**src/rtl/beat_tone_player_if.sv**
```systemverilog
`default_nettype none
// ============================================================================
// Module  : beat_tone_player_if
// Brief   : Beat-index request lines and speaker/status returns of the player.
// Revision: 1.0
// ============================================================================
interface beat_tone_player_if;
  logic       en;
  logic       beat_tick;
  logic [7:0] ibeat;
  logic       audio_out;
  logic       note_act;
  logic [3:0] cur_note;
  logic       idx_err;

  modport master (
    output en, beat_tick, ibeat,
    input  audio_out, note_act, cur_note, idx_err
  );

  modport slave (
    input  en, beat_tick, ibeat,
    output audio_out, note_act, cur_note, idx_err
  );
endinterface
`default_nettype wire

```
**src/rtl/beat_tone_player.sv**
```systemverilog
`default_nettype none
// ============================================================================
// Module  : beat_tone_player
// Brief   : Looks each beat index up in a score ROM and plays a square-wave
//           tone for a fixed duration, then stays silent until the next beat.
// Revision: 1.0
// ============================================================================
module beat_tone_player #(
  parameter int CLK_HZ      = 100_000_000,
  parameter int NOTE_CYCLES = 22_500_000,
  parameter int DIV_W       = 20,
  parameter int SCORE_LEN   = 8
) (
  input  wire logic         clk,
  input  wire logic         reset,
  beat_tone_player_if.slave bus
);

  localparam int DUR_W = $clog2(NOTE_CYCLES + 1);
  localparam logic [DUR_W-1:0] C_DUR_LAST = DUR_W'(NOTE_CYCLES - 1);

  typedef enum logic [1:0] {
    S_IDLE = 2'd0,
    S_LOAD = 2'd1,
    S_PLAY = 2'd2,
    S_GAP  = 2'd3
  } state_t;

  function automatic logic [DIV_W-1:0] f_half_period(input logic [3:0] n);
    case (n)
      4'd1:    f_half_period = DIV_W'(CLK_HZ / (2 * 262));
      4'd2:    f_half_period = DIV_W'(CLK_HZ / (2 * 277));
      4'd3:    f_half_period = DIV_W'(CLK_HZ / (2 * 294));
      4'd4:    f_half_period = DIV_W'(CLK_HZ / (2 * 311));
      4'd5:    f_half_period = DIV_W'(CLK_HZ / (2 * 330));
      4'd6:    f_half_period = DIV_W'(CLK_HZ / (2 * 349));
      4'd7:    f_half_period = DIV_W'(CLK_HZ / (2 * 370));
      4'd8:    f_half_period = DIV_W'(CLK_HZ / (2 * 392));
      4'd9:    f_half_period = DIV_W'(CLK_HZ / (2 * 415));
      4'd10:   f_half_period = DIV_W'(CLK_HZ / (2 * 440));
      4'd11:   f_half_period = DIV_W'(CLK_HZ / (2 * 466));
      4'd12:   f_half_period = DIV_W'(CLK_HZ / (2 * 494));
      default: f_half_period = DIV_W'(1);
    endcase
  endfunction

  function automatic logic [3:0] f_score(input logic [7:0] idx);
    case (idx)
      8'd0:    f_score = 4'd1;
      8'd1:    f_score = 4'd3;
      8'd2:    f_score = 4'd5;
      8'd3:    f_score = 4'd6;
      8'd4:    f_score = 4'd8;
      8'd5:    f_score = 4'd10;
      8'd6:    f_score = 4'd12;
      default: f_score = 4'd0;
    endcase
  endfunction

  state_t           r_state;
  logic [7:0]       r_beat;
  logic [DIV_W-1:0] r_hp;
  logic [DIV_W-1:0] r_div;
  logic [DUR_W-1:0] r_dur;
  logic             r_audible;
  logic             r_audio;
  logic             r_note_act;
  logic [3:0]       r_cur_note;
  logic             r_idx_err;

  logic             w_in_range;
  logic [3:0]       w_note;
  logic             w_audible;

  assign w_in_range = (int'(r_beat) < SCORE_LEN);
  assign w_note     = w_in_range ? f_score(r_beat) : 4'd0;
  // Codes 13..15 are rests as well as 0.
  assign w_audible  = (w_note != 4'd0) && (w_note <= 4'd12);

  always_ff @(posedge clk) begin
    if (reset) begin
      r_state    <= S_IDLE;
      r_beat     <= 8'd0;
      r_hp       <= '0;
      r_div      <= '0;
      r_dur      <= '0;
      r_audible  <= 1'b0;
      r_audio    <= 1'b0;
      r_note_act <= 1'b0;
      r_cur_note <= 4'd0;
      r_idx_err  <= 1'b0;
    end else if (!bus.en) begin
      r_state    <= S_IDLE;
      r_div      <= '0;
      r_dur      <= '0;
      r_audio    <= 1'b0;
      r_note_act <= 1'b0;
      r_cur_note <= 4'd0;
      r_idx_err  <= 1'b0;
    end else if (bus.beat_tick) begin
      // Any beat, even a repeat of the current index, restarts the note phase.
      r_state    <= S_LOAD;
      r_beat     <= bus.ibeat;
      r_audio    <= 1'b0;
      r_note_act <= 1'b0;
    end else begin
      case (r_state)
        S_LOAD: begin
          r_cur_note <= w_note;
          r_idx_err  <= ~w_in_range;
          r_hp       <= f_half_period(w_note);
          r_audible  <= w_audible;
          r_note_act <= w_audible;
          r_div      <= '0;
          r_dur      <= '0;
          r_audio    <= 1'b0;
          r_state    <= S_PLAY;
        end
        S_PLAY: begin
          if (r_dur == C_DUR_LAST) begin
            r_audio    <= 1'b0;
            r_note_act <= 1'b0;
            r_state    <= S_GAP;
          end else begin
            r_dur <= r_dur + DUR_W'(1);
            if (r_div == r_hp - DIV_W'(1)) begin
              r_div   <= '0;
              r_audio <= r_audio ^ r_audible;
            end else begin
              r_div <= r_div + DIV_W'(1);
            end
          end
        end
        S_IDLE, S_GAP: begin
          r_audio    <= 1'b0;
          r_note_act <= 1'b0;
        end
        default: r_state <= S_IDLE;
      endcase
    end
  end

  assign bus.audio_out = r_audio;
  assign bus.note_act  = r_note_act;
  assign bus.cur_note  = r_cur_note;
  assign bus.idx_err   = r_idx_err;

endmodule
`default_nettype wire

```
**src/flat_wrapper.sv**
```systemverilog
// flat-port wrapper written by rule: the top's interface ports become plain ports
module beat_tone_player_flat 
#(
  parameter int CLK_HZ      = 100_000_000,
  parameter int NOTE_CYCLES = 22_500_000,
  parameter int DIV_W       = 20,
  parameter int SCORE_LEN   = 8
)
  (clk, reset, bus_en, bus_beat_tick, bus_ibeat, bus_audio_out, bus_note_act, bus_cur_note, bus_idx_err);
  beat_tone_player_if bus_i ();
  input  wire logic clk;
  input  wire logic reset;
  input wire logic [$bits(bus_i.en)-1:0] bus_en;
  input wire logic [$bits(bus_i.beat_tick)-1:0] bus_beat_tick;
  input wire logic [$bits(bus_i.ibeat)-1:0] bus_ibeat;
  output wire logic [$bits(bus_i.audio_out)-1:0] bus_audio_out;
  output wire logic [$bits(bus_i.note_act)-1:0] bus_note_act;
  output wire logic [$bits(bus_i.cur_note)-1:0] bus_cur_note;
  output wire logic [$bits(bus_i.idx_err)-1:0] bus_idx_err;
  assign bus_i.en = bus_en;
  assign bus_i.beat_tick = bus_beat_tick;
  assign bus_i.ibeat = bus_ibeat;
  assign bus_audio_out = bus_i.audio_out;
  assign bus_note_act = bus_i.note_act;
  assign bus_cur_note = bus_i.cur_note;
  assign bus_idx_err = bus_i.idx_err;
  beat_tone_player #(.CLK_HZ(CLK_HZ), .NOTE_CYCLES(NOTE_CYCLES), .DIV_W(DIV_W), .SCORE_LEN(SCORE_LEN)) u_core (.clk(clk), .reset(reset), .bus(bus_i));
endmodule
```
**config.mk**
```make
export PLATFORM = sky130hd
export DESIGN_NAME = beat_tone_player_flat
export DESIGN_NICKNAME = d
export VERILOG_FILES = /design/src/rtl/beat_tone_player_if.sv /design/src/rtl/beat_tone_player.sv /design/src/flat_wrapper.sv
export SDC_FILE = /design/constraint.sdc
export NUM_CORES = 1
export LEC_CHECK = 0
export CAP_MARGIN = 20
export CORE_MARGIN = 10
export CORE_UTILIZATION = 45
export DETAILED_ROUTE_END_ITERATION = 12
export GPL_TIMING_DRIVEN = 0
export SKIP_LAST_GASP = 1
export SYNTH_ARGS = -nofsm -noshare
export SYNTH_HDL_FRONTEND = slang
export SYNTH_SLANG_ARGS = --single-unit
```
**constraint.sdc**
```tcl
create_clock -name clk -period 3 [get_ports clk]
set_input_delay 0.6 -clock clk [delete_from_list [all_inputs] [get_ports clk]]
set_output_delay 0.6 -clock clk [all_outputs]
set_load 0.01 [all_outputs]
```
==> results.json <==
{
  "dieWidth_um": 120,
  "async_reset_ff_share_pct": 0,
  "p_sw_mw": 0.572,
  "whs_endpoint": "u_core.r_beat[7]",
  "placed_area_mm2": 0.00487,
  "power_frac_seq_pct": 53.3,
  "hold_viol": 0,
  "p_comb_share_pct": 14.6,
  "fmax_mhz": 338,
  "ys_warn_count": 0,
  "worstSetupStartpointType": "flop",
  "track_usage_pct": 15.7,
  "ys_ff_latch": 81,
  "first_global_vias": 3982,
  "postSynthCellCount": 582,
  "drtPass1Iterations": 4,
  "max-cap-violations": 0,
  "seq_area_frac_synth_pct": 35.8,
  "final_area_mm2": 0.00520,
  "dp_hpwl_um": 8290,
  "endpoint_kind": "flop",
  "min_period_ns": 2.96,
  "slew_headroom_pct": 64.1,
  "grt_start_max_net_pins": 13,
  "path_class": "reg2reg",
  "r2r_slack_ns": 0.04,
  "start_util_pct": 46.4,
  "cts_tree": "done",
  "cts_root_buf": "clkbuf_8",
  "worst-path-max-fanout": 5,
  "cts_buffers": 9,
  "fill_cells": 1004,
  "n_antenna_cell": 0,
  "area_growth_pct": 14.7,
  "rows": 36,
  "clk_pin_slew_ns": 0.07,
  "worstSkewPairLatency_ns": 0.35,
  "power.density_mw_per_mm2": 396,
  "ys.flop_type": "dfxtp_1",
  "p_leak_nw": 1.76,
  "core_mm2": 0.00977,
  "intPower_mw": 1.49,
  "gp_congestion": 0.907,
  "grt_overflow": 0,
  "synth_edf_count": 0,
  "worstPathArrival_ns": 3.21,
  "skew_ns": 0.00725,
  "routed_wl_um": 11300,
  "cts_buffer_depth": 2,
  "cts.sinks": 81,
  "hold-path-cell-count": 2,
  "final_antenna_net_count": 0,
  "syn-cell-area_mm2": 0.00453,
  "outcome": "complete, no violations",
  "required_ns": 3.25,
  "switching_share_pct": 27.8,
  "drive_gt1_share_pct": 8.63,
  "antenna_found_initial": 0,
  "io_buffers": 17,
  "rr_endpoint": "u_core.bus.audio_out",
  "grt_pass1_wl_um": 19100,
  "die-area_mm2": 0.0145,
  "cts.htree.levels": 3,
  "hold_path.class": "reg2reg",
  "timing.rr.start": "u_core.r_hp[5]",
  "drc_errors": 0,
  "dieHeight_um": 120,
  "vias_per_cell": 5.58,
  "peakVddDrop_mv": 0.214,
  "vias": 4167,
  "wl_per_cell_um": 15.1,
  "yosysUniqueCellTypes": 48,
  "syn_nets": 607,
  "worst_pin_slew_ns": 0.532,
  "rsz0062_at_grt": "yes",
  "io_pins": 19,
  "fin_crit_sh_pct": 98.5,
  "r2r_cells": 8,
  "finalSetupViolations": 0,
  "finalNetCount": 636,
  "avgSynthCellArea_um2": 7.78,
  "finalMaxSlewViolations": 0,
  "timing.hold.ws_ns": 0.459,
  "drt_iter0_markers": 192,
  "min-delay-start": "u_core.r_beat[7]",
  "clkPwrFrac_pct": 32.2
}
==> synth_stat cells, drive strengths merged (2+ instances only) <==
master	n	area, um^2
a211oi	8	60.1
a21o	5	37.5
a21oi	37	185
a221oi	2	17.5
a311oi	2	17.5
a32oi	4	35.0
and2	4	25.0
and3	14	87.6
and4	5	43.8
buf	4	18.8
clkbuf	32	120
dfxtp	81	1620
ha	13	163
inv	17	63.8
mux2i	9	90.1
nand2	63	236
nand3	28	140
nand4	14	87.6
nor2	72	270
nor2b	2	12.5
nor3	42	210
nor4	11	75.1
nor4b	2	17.5
nor4bb	4	40.0
o2111ai	2	17.5
o211ai	4	30.0
o21ai	15	75.1
o221ai	2	17.5
or3	3	18.8
or3b	2	17.5
or4	4	30.0
xnor2	29	254
xor2	33	289
==> power groups by stage <==
stage,logic (mW),clock network (mW),registers (mW)
detailed placement,0.272,0,1.12
finish,0.300,0.663,1.10
floorplan,0.200,0,1.12
global route,0.332,0.731,1.10
CTS,0.285,0.687,1.10
global placement,0.267,0,1.12
==> state kept, by name (all words and copies together), names as in the netlist <==
signal                cells
u_core.r_div             20
u_core.r_audible          1
u_core.r_beat             8
u_core.bus.audio_out      1
u_core.r_dur             25
u_core.bus.cur_note       4
u_core.r_hp              18
u_core.r_state            2
u_core.bus.note_act       1
u_core.bus.idx_err        1
==> kinds of logic after synthesis <==
kind of cell | count (synthesis) | share of synthesized area (%)
buffers and inverters | 53 | 4.47
DFF | 81 | 35.8
muxes | 10 | 2.24
AOI/OAI and AO/OA | 88 | 12.1
xor gates and xnor gates | 62 | 12.0
and+or+nand+nor | 274 | 29.6
adders and majority gates | 14 | 3.81
==> critical path: stages (launching register included) <==
cell,delay [ns]
dfxtp_4,0.36
or4_4,0.59
or4_4,0.51
a21oi_2,0.14
nand4_1,0.20
nor4_4,0.27
a31oi_2,0.16
or3_1,0.36
a2111oi_2,0.29
==> how the worst max path moves through the flow <==
| stage | end | cells after the start | slack (ns) | from |
|---|---|---|---|---|
| after floorplan | u_core.bus.audio_out | 9 | 0.06 | u_core.r_hp[5] |
| after global placement | u_core.r_div[15] | 11 | -0.58 | u_core.r_hp[0] |
| after detailed placement | u_core.r_div[16] | 11 | -0.57 | u_core.r_hp[0] |
| after CTS | u_core.r_div[15] | 10 | -0.05 | u_core.r_hp[5] |
| after global routing | u_core.bus.audio_out | 8 | -0.05 | u_core.r_hp[9] |
| final | u_core.bus.audio_out | 8 | 0.04 | u_core.r_hp[5] |
==> layer usage <==
| metal | vias up | global-route usage (%) | routed length (um) |
|---|---|---|---|
| met5 | - | 0 | 0 |
| met4 | 0 | 6.26 | 204 |
| met3 | 15 | 2.37 | 451 |
| met2 | 81 | 24.9 | 5090 |
| met1 | 1978 | 21.0 | 5540 |
| li1 | 2093 | - | - |
==> cell type report <==
cell class	instances	area (um^2)	area share, %
Multi-Input combinational cell	448	2830	54.5
Tap cell	133	166	3.20
Buffer	29	118	2.26
Inverter	17	63.8	1.23
Timing Repair Buffer	25	230	4.43
Sequential cell	81	1640	31.5
Clock buffer	10	128	2.46
Clock inverter	4	22.5	0.433
==> metrics by stage <==
step	power [mW]	utilization, %	TNS [ns]	setup slack [ns]	cells
2_1_floorplan	1.32	-	0	0.0583	582
6_report	2.06	53.2	0	0.0438	747
3_5_place_dp	1.39	49.8	-8.95	-0.572	732
3_3_place_gp	1.39	49.8	-8.69	-0.576	732
5_1_grt	2.16	53.2	-0.0475	-0.0475	747
4_1_cts	2.07	52.1	-0.486	-0.0548	746
==> cells in the final DEF, fill, tap and decap left out, drive strengths merged, types with 2 or more instances in the layout <==
| master | synthesis | layout |
|---|---|---|
| o221ai | 2 | 2 |
| xnor2 | 29 | 29 |
| a311oi | 2 | 2 |
| nor4bb | 4 | 4 |
| a21o | 5 | 5 |
| a32oi | 4 | 4 |
| inv | 17 | 17 |
| or4 | 4 | 4 |
| mux2i | 9 | 9 |
| and4 | 5 | 5 |
| nand4 | 14 | 14 |
| o21ai | 15 | 15 |
| nand3 | 28 | 28 |
| xor2 | 33 | 33 |
| or3b | 2 | 2 |
| and3 | 14 | 14 |
| ha | 13 | 13 |
| clkbuf | 32 | 36 |
| o211ai | 4 | 4 |
| a21oi | 37 | 37 |
| nand2 | 63 | 63 |
| nor3 | 42 | 42 |
| clkinv | 0 | 3 |
| or3 | 3 | 3 |
| nor2 | 72 | 72 |
| clkdlybuf4s50 | 0 | 17 |
| nor4b | 2 | 2 |
| buf | 4 | 11 |
| o2111ai | 2 | 2 |
| and2 | 4 | 4 |
| dfxtp | 81 | 81 |
| nor2b | 2 | 2 |
| a211oi | 8 | 8 |
| a221oi | 2 | 2 |
| nor4 | 11 | 11 |
==> repair_timing <==
item | 4_1_cts | 5_1_grt
endpoints found under the hold margin | 0 | 0
endpoints found under the setup margin | 21 | 28
setup buffers | 2 | 6
hold buffers | 0 | 0
pin swaps | 7 | 4
gates resized for setup | 17 | 22
No activity file was read; power rests on OpenSTA's default activity.
